[src/rtl/morra_pkg.sv]
// Shared encodings, result codes and match rules for the morra_cinese referee.
package morra_pkg;

    // Move encodings
    localparam logic [1:0] MOVE_NONE = 2'b00;
    localparam logic [1:0] ROCK      = 2'b01;
    localparam logic [1:0] PAPER     = 2'b10;
    localparam logic [1:0] SCISSORS  = 2'b11;

    // Round result codes (also used as the last-winner record)
    localparam logic [1:0] RES_NONE = 2'b00;
    localparam logic [1:0] RES_P1   = 2'b01;
    localparam logic [1:0] RES_P2   = 2'b10;
    localparam logic [1:0] RES_DRAW = 2'b11;

    // Match result codes
    localparam logic [1:0] MATCH_OPEN = 2'b00;
    localparam logic [1:0] MATCH_P1   = 2'b01;
    localparam logic [1:0] MATCH_P2   = 2'b10;
    localparam logic [1:0] MATCH_DRAW = 2'b11;

    // Termination rule constants, sized to the 5-bit counters
    localparam logic [4:0] MIN_ROUNDS  = 5'd4;
    localparam logic [4:0] LEAD_TO_WIN = 5'd2;

    typedef enum logic {
        StIdle,
        StPlay
    } state_t;

    // True when move a beats move b (both assumed valid)
    function automatic logic beats(input logic [1:0] a, input logic [1:0] b);
        return (a == ROCK && b == SCISSORS) ||
               (a == SCISSORS && b == PAPER) ||
               (a == PAPER && b == ROCK);
    endfunction

endpackage

[src/rtl/manche_judge.sv]
// Combinational round judge: validity, repeat restriction and winner decision.
module manche_judge
    import morra_pkg::*;
(
    input  logic [1:0] g1,
    input  logic [1:0] g2,
    input  logic [1:0] last_win,
    input  logic [1:0] last_move,
    output logic [1:0] round_code
);

    // Invalid moves and a winner repeating its winning move void the round
    always_comb begin
        round_code = RES_NONE;
        if (g1 == MOVE_NONE || g2 == MOVE_NONE) begin
            round_code = RES_NONE;
        end else if (last_win == RES_P1 && g1 == last_move) begin
            round_code = RES_NONE;
        end else if (last_win == RES_P2 && g2 == last_move) begin
            round_code = RES_NONE;
        end else if (g1 == g2) begin
            round_code = RES_DRAW;
        end else if (beats(g1, g2)) begin
            round_code = RES_P1;
        end else begin
            round_code = RES_P2;
        end
    end

endmodule

[src/rtl/morra_cinese.sv]
// Rock-paper-scissors match referee: FSM, score counters and registered results.
module morra_cinese
    import morra_pkg::*;
(
    input  logic       clk,
    input  logic       reset,
    input  logic [1:0] g1,
    input  logic [1:0] g2,
    output logic [1:0] manche,
    output logic [1:0] partita
);

    state_t     state;
    logic [4:0] max_rounds;
    logic [4:0] played;
    logic [4:0] win1;
    logic [4:0] win2;
    logic [1:0] last_win;
    logic [1:0] last_move;

    logic [1:0] round_code;
    logic       round_valid;
    logic [4:0] played_nx;
    logic [4:0] win1_nx;
    logic [4:0] win2_nx;
    logic [4:0] lead_nx;
    logic       match_done;
    logic [1:0] match_code;

    manche_judge u_judge (
        .g1         (g1),
        .g2         (g2),
        .last_win   (last_win),
        .last_move  (last_move),
        .round_code (round_code)
    );

    // Score after this round, and whether it ends the match
    always_comb begin
        round_valid = (round_code != RES_NONE);
        played_nx   = played + 5'd1;
        win1_nx     = win1 + {4'd0, round_code == RES_P1};
        win2_nx     = win2 + {4'd0, round_code == RES_P2};
        lead_nx     = (win1_nx > win2_nx) ? (win1_nx - win2_nx) : (win2_nx - win1_nx);
        match_done  = ((played_nx >= MIN_ROUNDS) && (lead_nx >= LEAD_TO_WIN)) ||
                      (played_nx == max_rounds);
        if (win1_nx > win2_nx) begin
            match_code = MATCH_P1;
        end else if (win2_nx > win1_nx) begin
            match_code = MATCH_P2;
        end else begin
            match_code = MATCH_DRAW;
        end
    end

    // Match FSM with counters and registered outputs; reset also loads the match length
    always_ff @(posedge clk) begin
        if (reset) begin
            max_rounds <= {1'b0, g1, g2} + 5'd4;
            played     <= 5'd0;
            win1       <= 5'd0;
            win2       <= 5'd0;
            last_win   <= RES_NONE;
            last_move  <= MOVE_NONE;
            state      <= StPlay;
            manche     <= RES_NONE;
            partita    <= MATCH_OPEN;
        end else begin
            unique case (state)
                StIdle: begin
                    manche  <= RES_NONE;
                    partita <= MATCH_OPEN;
                end
                StPlay: begin
                    manche  <= round_code;
                    partita <= MATCH_OPEN;
                    if (round_valid) begin
                        played   <= played_nx;
                        win1     <= win1_nx;
                        win2     <= win2_nx;
                        last_win <= (round_code == RES_DRAW) ? RES_NONE : round_code;
                        if (round_code == RES_P1) begin
                            last_move <= g1;
                        end else if (round_code == RES_P2) begin
                            last_move <= g2;
                        end else begin
                            last_move <= MOVE_NONE;
                        end
                        if (match_done) begin
                            partita <= match_code;
                            state   <= StIdle;
                        end
                    end
                end
            endcase
        end
    end

endmodule

[config.mk]
export PLATFORM = sky130hd
export DESIGN_NAME = morra_cinese
export DESIGN_NICKNAME = d
export VERILOG_FILES = /design/src/rtl/morra_pkg.sv /design/src/rtl/manche_judge.sv /design/src/rtl/morra_cinese.sv
export SDC_FILE = /design/constraint.sdc
export NUM_CORES = 1
export LEC_CHECK = 0
export ABC_AREA = 1
export BUFFER_PORTS_ARGS = -buffer_cell sky130_fd_sc_hd__buf_4
export CORE_ASPECT_RATIO = 0.9
export CORE_UTILIZATION = 54
export CTS_CLUSTER_DIAMETER = 200
export DETAILED_ROUTE_END_ITERATION = 12
export HOLD_SLACK_MARGIN = 0.1
export PLACE_DENSITY = 0.72
export SYNTH_ARGS = -nofsm -noshare
export SYNTH_HDL_FRONTEND = slang
export SYNTH_SLANG_ARGS = --single-unit
[constraint.sdc]
create_clock -name clk -period 7 [get_ports clk]
set_clock_uncertainty 0.05 [all_clocks]
set_input_delay 0.7 -clock clk [delete_from_list [all_inputs] [get_ports clk]]
set_output_delay 0.7 -clock clk [all_outputs]
set_load 0.01 [all_outputs]
After elaboration in Yosys (flattened, before gate mapping)
Cells that the tools add are included.

$add $sub $neg: 6. Magnitude comparators: 4. Equal/unequal tests: 15. Muxes and demuxes: 18. Bitwise operators: 1. Reductions and logical operators: 14.

Operator list (count): $mux W2 (11); $eq A2 B2 Y1 const B (7); $add A5 B1 Y5 (2); $gt A5 B5 Y1 (2); $sub A5 B5 Y5 (2); $eq A2 B1 Y1 const B (4); $pmux W2 S2 (2); $eq A2 B2 Y1 (3); $logic_and A1 B1 Y1 (6); $add A4 B3 Y5 const B (1); $add A5 B1 Y5 const B (1); $eq A5 B5 Y1 (1); $ge A5 B2 Y1 const B (1); $ge A5 B3 Y1 const B (1); $mux W5 (1); $logic_not A2 Y1 (2); $logic_or A1 B1 Y1 (4); $mux W1 (4); $reduce_and A2 Y1 (1); $reduce_bool A2 Y1 (1); $not A1 Y1 (1).

Flip-flop bits (word level): 29. Bits of input ports: 6. Output and inout port bits: 4.

Depth between registers and ports, before layout
Gate-level depths: netlist of run 1.

Depth in word-level cells: 19. Mapped depth: 27.

Modules after synthesis
Synthesis of run 1 repeated with hierarchy kept, for this count alone.

Cells, all modules: 267. Area total of the unflattened synthesis: 1911.8 sq um.

By module, submodules not included: morra_cinese (instances 1, cells an instance 228, area each 1745.4 sq um); manche_judge (instances 1, cells an instance 39, area each 166.4 sq um).

Worst setup path after synthesis of run 1
OpenSTA, ideal clock, no wires.

Kind: input to register. Start: input port g1[1]. End: register state. Setup time: 0.123 ns. Data arrival time: 3.509 ns. Required time: 6.827 ns. Path slack: 3.318 ns. Cell stages on the path: 26. Cells stage by stage: inv_1 ha_1 o21ai_0 o21ai_0 nor2_1 inv_1 nor2_1 ha_1 ha_1 xor2_1 inv_1 ha_1 buf_2 nand2_1 o21ai_0 nand3_1 nand2_1 nand3_2 nand2_1 inv_1 nand2_1 nand3_1 nand2_1 nand2_1 nand2_1 nand2_1.

Word-level cells in the longest chain between the ends: 19.

RTL lines: start: declaration (line morra_cinese.sv:7) `input logic [1:0] g1,`; $eq A2 B1 Y1 or $eq A2 B2 Y1 (tied branches) (line morra_pkg.sv:33, morra_pkg.sv:34); $logic_and A1 B1 Y1 (on tied branches) (line morra_pkg.sv:33, morra_pkg.sv:34); $logic_or A1 B1 Y1 (line morra_pkg.sv:33) `return (a == ROCK && b == SCISSORS) ||`; $logic_or A1 B1 Y1 (line morra_pkg.sv:34) `(a == SCISSORS && b == PAPER) ||`; $mux W2 (line manche_judge.sv:23) `end else if (beats(g1, g2)) begin`; $mux W2 (line manche_judge.sv:21) `end else if (g1 == g2) begin`; $mux W2 (line manche_judge.sv:19) `end else if (last_win == RES_P2 && g2 == last_move) begin`; $mux W2 (line manche_judge.sv:17) `end else if (last_win == RES_P1 && g1 == last_move) begin`; [3 not listed]; net win2_nx[2] (line morra_cinese.sv:25) `logic [4:0] win2_nx;`; $sub A5 B5 Y5 or $gt A5 B5 Y1 (tied branches) (line morra_cinese.sv:44) `lead_nx = (win1_nx > win2_nx) ? (win1_nx - win2_nx) : (win2_nx - win1_nx);`; $mux W5 * (line morra_cinese.sv:44); $ge A5 B2 Y1 * (line morra_cinese.sv:45) `match_done = ((played_nx >= MIN_ROUNDS) && (lead_nx >= LEAD_TO_WIN)) ||`; $logic_and A1 B1 Y1 * (line morra_cinese.sv:45); $logic_or A1 B1 Y1 * (line morra_cinese.sv:45); $mux W1 * (line morra_cinese.sv:89) `if (match_done) begin`; $mux W1 * (line morra_cinese.sv:77) `if (round_valid) begin`; $mux W1 * (line morra_cinese.sv:69) `unique case (state)`; end signal: assignment (line morra_cinese.sv:65) `state <= StPlay;`; end signal: assignment (line morra_cinese.sv:91) `state <= StIdle;`; end: declaration (line morra_cinese.sv:13) `state_t state;`.

Mark *: on every way through the listed nets, which the timed path passes. The rest lies on a longest branch. A chain may end at the register's enable or synchronous reset.

Worst setup path in the final report of run 1
Start: input port g1[1]. End: register partita[0].

Word-level cells in the longest chain between the ends: 19.

RTL lines: $eq A2 B1 Y1 or $eq A2 B2 Y1 (tied branches) (line morra_pkg.sv:33, morra_pkg.sv:34); $logic_and A1 B1 Y1 (on tied branches) (line morra_pkg.sv:33, morra_pkg.sv:34); $logic_or A1 B1 Y1 (line morra_pkg.sv:33); $logic_or A1 B1 Y1 (line morra_pkg.sv:34); $mux W2 (line manche_judge.sv:23); $mux W2 (line manche_judge.sv:21); $mux W2 (line manche_judge.sv:19); $mux W2 (line manche_judge.sv:17); [3 not listed]; net win2_nx[2] (line morra_cinese.sv:25); $sub A5 B5 Y5 or $gt A5 B5 Y1 (tied branches) (line morra_cinese.sv:44, morra_cinese.sv:47); $mux W5 (line morra_cinese.sv:44); $ge A5 B2 Y1 (line morra_cinese.sv:45); $logic_and A1 B1 Y1 (line morra_cinese.sv:45); $logic_or A1 B1 Y1 (line morra_cinese.sv:45); $mux W2 * (line morra_cinese.sv:89); $mux W2 * (line morra_cinese.sv:77); $pmux W2 S2 * (line morra_cinese.sv:69); end signal: assignment (line morra_cinese.sv:90) `partita <= match_code;`; end: declaration (line morra_cinese.sv:10) `output logic [1:0] partita`.

Marks and branches as above.

==> results.cfg, run 1 <==
[outcome]
status = complete, no violations

[final_layout]
fin_cells = 313
layout.nets = 293
area_growth_pct = 10.6
antenna_cells = 0
final_util_pct = 62.7
drive_gt1_share_pct = 9.67

[synthesis]
ys_seq_area_share_pct = 32.7
syn-num-nets = 284
synthDistinctLibCells = 31
avgSynthCellArea_um2 = 7.45
synth_warnings = 0
ys_ff_latch = 29
syn_area_mm2 = 0.00193
netlist_instances = 259

[sta]
drv_slew = 0
setup-tns-final_ns = 0
tightest_slew_ns = 0.532
min_period_ns = 3.87
hold_viol = 0
fmax_ghz = 0.258
rsz0062_at_grt = false
maxSlewHeadroom_pct = 64.5
timing.final.crit_share_pct = 55.3
finalSetupViolCount = 0

[critical_path]
critPathTopFamily = simple AND/OR/NAND/NOR gates
end_kind = register
critical_path.max_fanout = 9
crit_chain = buf_4 > inv_1 > ha_1 > o21ai_0 > o21ai_0 > nor2_1 > inv_1 > nor2_1 > ha_1 > ha_1 > xor2_1 > inv_1 > ha_1 > nand2_1 > o21ai_0 > nand3_1 > nand2_1 > nand3_2 > nor2_1 > nand2_1 > nand3_1 > nand2_1 > nand3_1 > nor2_1
timing.rr.start = last_move[0]$_SDFFE_PP0P_
cp_slowest_cell = ha_1
slowest_delay_ns = 0.43
crit_type = input pin to register
start_kind = input pin
startpoint = g1[1]
worstPathRequired_ns = 7.13
crit_buf_inv = 4
crit_arrival_ns = 4.00

[grt]
antenna_found_initial = 0
grt_util_met2_pct = 32.4
gr-usage-met1_pct = 29.9
grt_pass1_vias = 1372
grt_pass1_wl_um = 6110
met3_usage_pct = 5.81
grt.busiest_layer = met2
grt_max_degree = 36
groute.usage.overall_pct = 21.9
globalRouteOverflowTotal = 0

[floorplanning]
die_y_um = 58.7
die_area_mm2 = 0.00382
dieWidth_um = 65.0
fp-row-count = 20
start_util_pct = 56.7
io_pins = 10
core_area_mm2 = 0.00340

[detailed_routing]
dr_total_vias = 1593
first_pass_iters = 4
drt_first_iter_violations = 105
wire_per_inst_um = 12.0
wl_um = 3770
postRouteAntennaNets = 0
drcViolationCount = 0
drt-vias-per-instance = 5.09

[min_path]
worstHoldStart = last_win[1]$_SDFFE_PP0P_
hp-class = register to register

[clocking]
clk_latency_ns = 0.29
postCtsSetupBuffers = 0
clkTransAtPathRegs_ns = 0.06
htree_levels = 2
cts_root_buf = clkbuf_8
cts_max_path_buffers = 2
ctsResizeCount = 0
cts_tree = yes
hold_buffers = 0
cts_sinks = 29
numCtsBuffers = 5

[placed_design]
place_congestion = 0.905
io_buffers = 9
hpwl_um = 2770
dpl.cell_count = 305

[power_and_ir_drop]
powerDensity_mw_per_mm2 = 403
finalPower_mw = 0.860
peakVddDrop_mv = 0.218
leakagePower_nw = 1.03

[run]
maxCapViolCount = 0
[where the power goes]
group          switching [mW]  total (mW)  internal [mW]
clock                  0.0665       0.208          0.141
combinational           0.250       0.401          0.151
sequential             0.0391       0.251          0.212
[cells in the final DEF, fill, tap and decap left out, types with 3 or more instances in the layout]
cell,instances
ha_1,17
dfxtp_1,24
inv_1,33
nand2_2,3
xnor2_1,4
buf_4,9
o21ai_1,12
a21oi_1,24
o21ai_0,10
nand3_1,16
nand4_1,9
xor2_1,7
edfxtp_1,5
nand2_1,53
nor2_1,19
clkbuf_8,5
[flip-flops by register name (all words and copies together), names as in the netlist]
| name | flops |
|---|---|
| max_rounds | 5 |
| played | 5 |
| manche | 2 |
| last_win | 2 |
| partita | 2 |
| win2 | 5 |
| last_move | 2 |
| win1 | 5 |
| state | 1 |
[synth_stat cells]
cell	n	share of area (%)
nand2_1	53	10
inv_1	33	6.4
a21oi_1	24	6.2
dfxtp_1	24	25
nor2_1	19	3.7
ha_1	17	11
nand3_1	16	4.2
o21ai_1	12	3.1
o21ai_0	10	2.6
nand4_1	9	2.9
xor2_1	7	3.2
edfxtp_1	5	7.8
xnor2_1	4	1.8
nand2_2	3	0.97
buf_2	2	0.52
buf_4	2	0.78
buf_6	2	1.2
fa_1	2	2.1
nand3_2	2	1.0
nor4_1	2	0.65
a31oi_1	1	0.32
a41oi_2	1	0.84
and3_1	1	0.32
buf_1	1	0.19
inv_2	1	0.19
nor2_8	1	1.0
nor3_1	1	0.26
o2111ai_1	1	0.45
o21a_1	1	0.39
or2_0	1	0.32
or2_2	1	0.32
[stage by stage]
step / setup WS, ns / hold slack [ns] / instance area, um^2
global route: 2.62 / 0.473 / 2130
global placement: 3.00 / 0.407 / 2000
CTS: 3.17 / 0.423 / 2130
finish: 3.13 / 0.416 / 2130
floorplan: 3.32 / 0.383 / 1930
detailed placement: 2.86 / 0.414 / 2000
[area by class of cell]
| type | instances | area (um^2) |
|---|---|---|
| fillers | 315 | 1270 |
| multi-input cells | 189 | 1120 |
| flip-flops and latches | 29 | 631 |
| inverters | 34 | 128 |
| clock buffers | 5 | 68.8 |
| repair buffers | 9 | 67.6 |
| clock inverters | 3 | 65.1 |
| well taps | 44 | 55.1 |
[cells by family (layout without fill, tap and decap cells)]
logic type | count (synthesis) | in the layout | synth area share [%]
buffers and inverters | 41 | 51 | 9.27
flip-flops | 29 | 29 | 32.7
AND/OR/NAND/NOR | 109 | 109 | 26.0
AO/OA/AOI/OAI | 50 | 50 | 13.9
adder cells (fa/ha/maj) | 19 | 19 | 13.1
XOR/XNOR | 11 | 11 | 4.99
[layer usage]
| layer | part of all wire [%] | wire, um | up-vias |
|---|---|---|---|
| met4 | 1.5 | 58 | 0 |
| li1 | - | - | 877 |
| met2 | 40 | 1500 | 23 |
| met3 | 3.8 | 144 | 7 |
| met5 | 0 | 0 | - |
| met1 | 55 | 2070 | 686 |
[worst reg2reg max path: cells and delay by family (launching register included)]
kind	cells	cell delay (ns)
AO/OA/AOI/OAI	2	0.43
XOR/XNOR	1	0.21
adder cells (fa/ha/maj)	3	0.89
buffers and inverters	1	0.09
flip-flops	1	0.34
AND/OR/NAND/NOR	13	1.41
[worst paths after layout]
path	slack, ns	cells after the start	endpoint
hold reg to reg	0.42	2	last_win[1]$_SDFFE_PP0P_
setup / recovery	3.13	24	partita[0]$_SDFF_PP0_
hold / removal	0.42	2	last_win[1]$_SDFFE_PP0P_
setup reg to reg	3.47	20	partita[0]$_SDFF_PP0_
Power figures use the tool's default switching activity.
==> run 2: changes to the inputs <==
- clock period: 7 -> 3.8 ns (I/O delays scaled with it)
==> results.cfg, run 2 (synthesis results as in run 1) <==
[placed_design]
pre_cts_slack_ns = 0.0450
place_congestion = 0.890
io_buffers = 9
hpwl_um = 2840
dpl.cell_count = 308

[critical_path]
worstPathRequired_ns = 3.94
ff2ff_setup_slack_ns = 0.48
critical_path.max_fanout = 6
crit_arrival_ns = 3.54
end_kind = register
crit_type = input pin to register
start_kind = input pin

[sta]
fmax_ghz = 0.293
finalSetupViolCount = 0
hold_ws_ns = 0.279
rsz0062_at_grt = false
hold_viol = 0
drv_slew = 0
tightest_slew_ns = 0.540
layout_setup_ws_ns = 0.392
setup-tns-final_ns = 0
maxSlewHeadroom_pct = 64.0
min_period_ns = 3.41
timing.final.crit_share_pct = 89.7

[detailed_routing]
wire_per_inst_um = 12.0
dr_total_vias = 1646
wl_um = 3810
drt-vias-per-instance = 5.19
first_pass_iters = 4
drt_first_iter_violations = 115
drcViolationCount = 0
postRouteAntennaNets = 0

[outcome]
status = complete, no violations

[final_layout]
antenna_cells = 0
drive_gt1_share_pct = 11.0
layout.nets = 297
layout_common_cells = 53 x nand2_1, 33 x inv_1, 24 x a21oi_1, 24 x dfxtp_1, 19 x nor2_1
fillerInstances = 315
layout_commonest_cell = nand2_1
area_growth_pct = 9.66
fin_cells = 317

[clocking]
clkTransAtPathRegs_ns = 0.06
cts_sinks = 29
htree_levels = 2
hold_buffers = 0
clk_latency_ns = 0.29
cts_root_buf = clkbuf_8
cts_max_path_buffers = 2
numCtsBuffers = 5
cts_tree = yes

[power_and_ir_drop]
swShare_pct = 44.9
seq_power_share_pct = 31.5
switchingPower_mw = 0.659
power.internal_mw = 0.809
finalPower_mw = 1.47
peakVddDrop_mv = 0.380
powerDensity_mw_per_mm2 = 694
power.share.combinational_pct = 51.7
leakagePower_nw = 1.03
p_clk_share_pct = 16.8

[floorplanning]
io_pins = 10
core_area_mm2 = 0.00340
die_area_mm2 = 0.00382
fp-row-count = 20
dieWidth_um = 65.0
start_util_pct = 56.7
die_y_um = 58.7

[grt]
grt_max_degree = 36
grt_pass1_vias = 1427
groute.usage.overall_pct = 22.8
antenna_found_initial = 0
globalRouteOverflowTotal = 0
grt_pass1_wl_um = 6470

[min_path]
hp-class = input pin to register

[run]
maxCapViolCount = 0
==> run 2: cell types whose count changed in the layout (fill, tap and decap cells not counted) <==
cell,previous run,this run
ha_1,17,16
clkbuf_1,0,1
buf_4,9,13
ha_2,0,1
clkinv_2,1,2
o21ai_1,12,13
o21ai_0,10,9
bufinv_16,2,0
==> run 2: stage by stage <==
stage | utilization [%] | instance area [um^2]
2_1_floorplan | - | 1930
3_3_place_gp | 59.4 | 2020
3_5_place_dp | 59.4 | 2020
4_1_cts | 61.9 | 2110
5_1_grt | 62.2 | 2120
6_report | 62.2 | 2120
==> run 2: cell type report <==
cell class | count | area, um^2 | area share, %
Clock buffer | 6 | 72.6 | 3.43
Clock inverter | 2 | 10.0 | 0.473
Inverter | 34 | 128 | 6.03
Multi-Input combinational cell | 189 | 1120 | 53.0
Sequential cell | 29 | 631 | 29.8
Tap cell | 44 | 55.1 | 2.60
Timing Repair Buffer | 13 | 97.6 | 4.61
==> run 2: critical path: stages <==
cell and delay [ns]:
buf_4 0.11, inv_1 0.08, ha_1 0.18, o21ai_0 0.14, o21ai_0 0.12, nor2_1 0.18
inv_1 0.06, nor2_1 0.19, ha_2 0.25, ha_1 0.20, xor2_1 0.20, inv_1 0.08
ha_1 0.38, nand2_1 0.09, nor2_1 0.09, nor2_1 0.06, inv_1 0.05, nand3_1 0.09
a21oi_1 0.21, nand2_1 0.07, inv_1 0.05, nand2_1 0.04, nand3_1 0.05, nand2_1 0.06
nand3_1 0.09, nor2_1 0.05
==> run 2: power by group through the flow <==
| stage | Clock, mW | Sequential (mW) | Combinational, mW |
|---|---|---|---|
| 6_report | 0.247 | 0.462 | 0.759 |
| 5_1_grt | 0.269 | 0.473 | 0.882 |
| 3_3_place_gp | 0 | 0.465 | 0.748 |
| 4_1_cts | 0.256 | 0.459 | 0.755 |
| 3_5_place_dp | 0 | 0.465 | 0.754 |
| 2_1_floorplan | 0 | 0.447 | 0.619 |
==> run 2: path summary, 6_finish.rpt <==
check / from / to / cells past startpoint
setup / recovery: g1[1] / partita[1]$_SDFF_PP0_ / 26
hold / removal: g2[1] / max_rounds[1]$_DFFE_PP_ / 1
setup reg to reg: last_move[0]$_SDFFE_PP0P_ / partita[1]$_SDFF_PP0_ / 22
hold reg to reg: last_win[1]$_SDFFE_PP0P_ / last_win[1]$_SDFFE_PP0P_ / 2
==> run 2: timing repair <==
action / in CTS / in global routing
endpoints found under the setup margin: 0 / 3
setup buffers: 0 / 1
resized for setup: 0 / 2
==> run 2: metal layers <==
metal / track usage (%) / part of all wire, %
met5: 0 / 0
met4: 9.21 / 1.9
met3: 6.01 / 4.2
met2: 32.4 / 42
met1: 32.6 / 52
==> run 3: changes to the inputs <==
- PLACE_DENSITY: 0.72 -> 0.73
- clock period: 3.8 -> 3.9 ns (I/O delays scaled with it)
==> results.cfg, run 3 (synthesis results as in run 1) <==
[sta]
timing.final.crit_share_pct = 89.1
tightest_slew_ns = 0.554
setup-tns-final_ns = 0
maxSlewHeadroom_pct = 63.0
layout_setup_ws_ns = 0.425
finalSetupViolCount = 0
min_period_ns = 3.48
rsz0062_at_grt = false
fmax_ghz = 0.288
hold_viol = 0
drv_slew = 0

[power_and_ir_drop]
peakVddDrop_mv = 0.343
leakagePower_nw = 1.03
powerDensity_mw_per_mm2 = 676

[floorplanning]
dieWidth_um = 65.0
start_util_pct = 56.7
die_y_um = 58.7
fp-row-count = 20
core_area_mm2 = 0.00340
die_area_mm2 = 0.00382
io_pins = 10

[critical_path]
worstPathRequired_ns = 4.08
crit_type = input pin to register
crit_arrival_ns = 3.65
ff2ff_setup_slack_ns = 0.46
reg2reg_depth = 23
critical_path.max_fanout = 7
start_kind = input pin
timing.rr.start = last_move[0]$_SDFFE_PP0P_
startpoint = g1[1]
r2r_end = partita[1]$_SDFF_PP0_
end_kind = register

[final_layout]
antenna_cells = 0
layout_commonest_cell = nand2_1
drive_gt1_share_pct = 11.4
area_growth_pct = 10.1
fin_cells = 317
layout_common_cells = 53 x nand2_1, 33 x inv_1, 24 x a21oi_1, 24 x dfxtp_1, 19 x nor2_1
fillerInstances = 326
layout.nets = 297

[grt]
grt_pass1_vias = 1527
globalRouteOverflowTotal = 0
grt_max_degree = 36
groute.usage.overall_pct = 24.2
grt_pass1_wl_um = 6890
antenna_found_initial = 0

[detailed_routing]
drcViolationCount = 0
postRouteAntennaNets = 0
dr_total_vias = 1632
first_pass_iters = 4
wire_per_inst_um = 12.3
drt_first_iter_violations = 70
wl_um = 3910
drt-vias-per-instance = 5.15

[placed_design]
hpwl_um = 2900
dpl.cell_count = 309
pre_cts_slack_ns = 0.112
place_congestion = 0.876
io_buffers = 9

[clocking]
cts_max_path_buffers = 2
numCtsBuffers = 5
ctsResizeCount = 0
postCtsSetupBuffers = 0
cts_sinks = 29
htree_levels = 2
hold_buffers = 0
cts_tree = yes
cts_root_buf = clkbuf_8
clkTransAtPathRegs_ns = 0.07
clk_latency_ns = 0.29

[min_path]
worstHoldStart = g2[1]
min_to = max_rounds[1]$_DFFE_PP_
hp-class = input pin to register
min_path_cells = 1

[run]
maxCapViolCount = 0

[outcome]
status = complete, no violations
==> run 3: cell counts in the layout (fill, tap and decap cells not counted) <==
Identical to the previous run, type by type.
==> run 3: how the worst max path moves through the flow <==
stage	slack (ns)	depth (start not counted)	endpoint
3_3_place_gp	0.17	24	partita[0]$_SDFF_PP0_
3_5_place_dp	0.11	25	partita[1]$_SDFF_PP0_
2_1_floorplan	0.53	26	state$_SDFF_PP1_
4_1_cts	0.40	25	partita[1]$_SDFF_PP0_
5_1_grt	0.01	27	partita[1]$_SDFF_PP0_
6_report	0.42	27	partita[1]$_SDFF_PP0_
==> run 3: through the flow <==
| stage | area [um^2] | hold slack [ns] | utilization, % | power (mW) |
|---|---|---|---|---|
| after floorplan | 1930 | 0.383 | - | 1.04 |
| after global placement | 2030 | 0.420 | 59.7 | 1.18 |
| after detailed placement | 2030 | 0.427 | 59.7 | 1.19 |
| after CTS | 2110 | 0.279 | 62.1 | 1.44 |
| after global routing | 2120 | 0.282 | 62.4 | 1.59 |
| final | 2120 | 0.287 | 62.4 | 1.43 |
==> run 3: cell type report <==
| class | instances | area [um^2] | share of cell area [%] |
|---|---|---|---|
| sequential | 29 | 631 | 29.7 |
| inverter | 34 | 128 | 6.01 |
| clock inverter | 2 | 10.0 | 0.471 |
| tap | 44 | 55.1 | 2.59 |
| clock buffer | 6 | 72.6 | 3.42 |
| timing repair buffer | 13 | 97.6 | 4.60 |
| multi-input combinational | 189 | 1130 | 53.2 |
==> run 3: power breakdown <==
group	switching, mW	total, mW	leakage, nW	internal, mW
combinational	0.454	0.739	0.734	0.285
sequential	0.0713	0.451	0.247	0.380
clock	0.120	0.244	0.0450	0.123
==> run 3: critical path: stages <==
cell and delay [ns]:
buf_4 0.11, inv_1 0.08, ha_1 0.18, o21ai_0 0.13
o21ai_0 0.11, nor2_1 0.15, inv_1 0.05, nor2_1 0.19
ha_2 0.24, ha_1 0.25, xor2_2 0.19, inv_1 0.08
ha_1 0.33, buf_4 0.17, nand2_1 0.06, nand2_1 0.04
nor2_1 0.15, inv_1 0.06, nand3_1 0.10, a21oi_1 0.08
nand2_1 0.06, inv_1 0.03, nand2_1 0.06, nand3_1 0.06
nand2_1 0.08, nand3_1 0.10, nor2_1 0.10
==> run 3: routing by layer <==
metal | track usage (%) | routed length [um]
met1 | 34.2 | 2000
met2 | 35.6 | 1750
met3 | 5.81 | 129
met4 | 9.21 | 23
met5 | 0 | 0
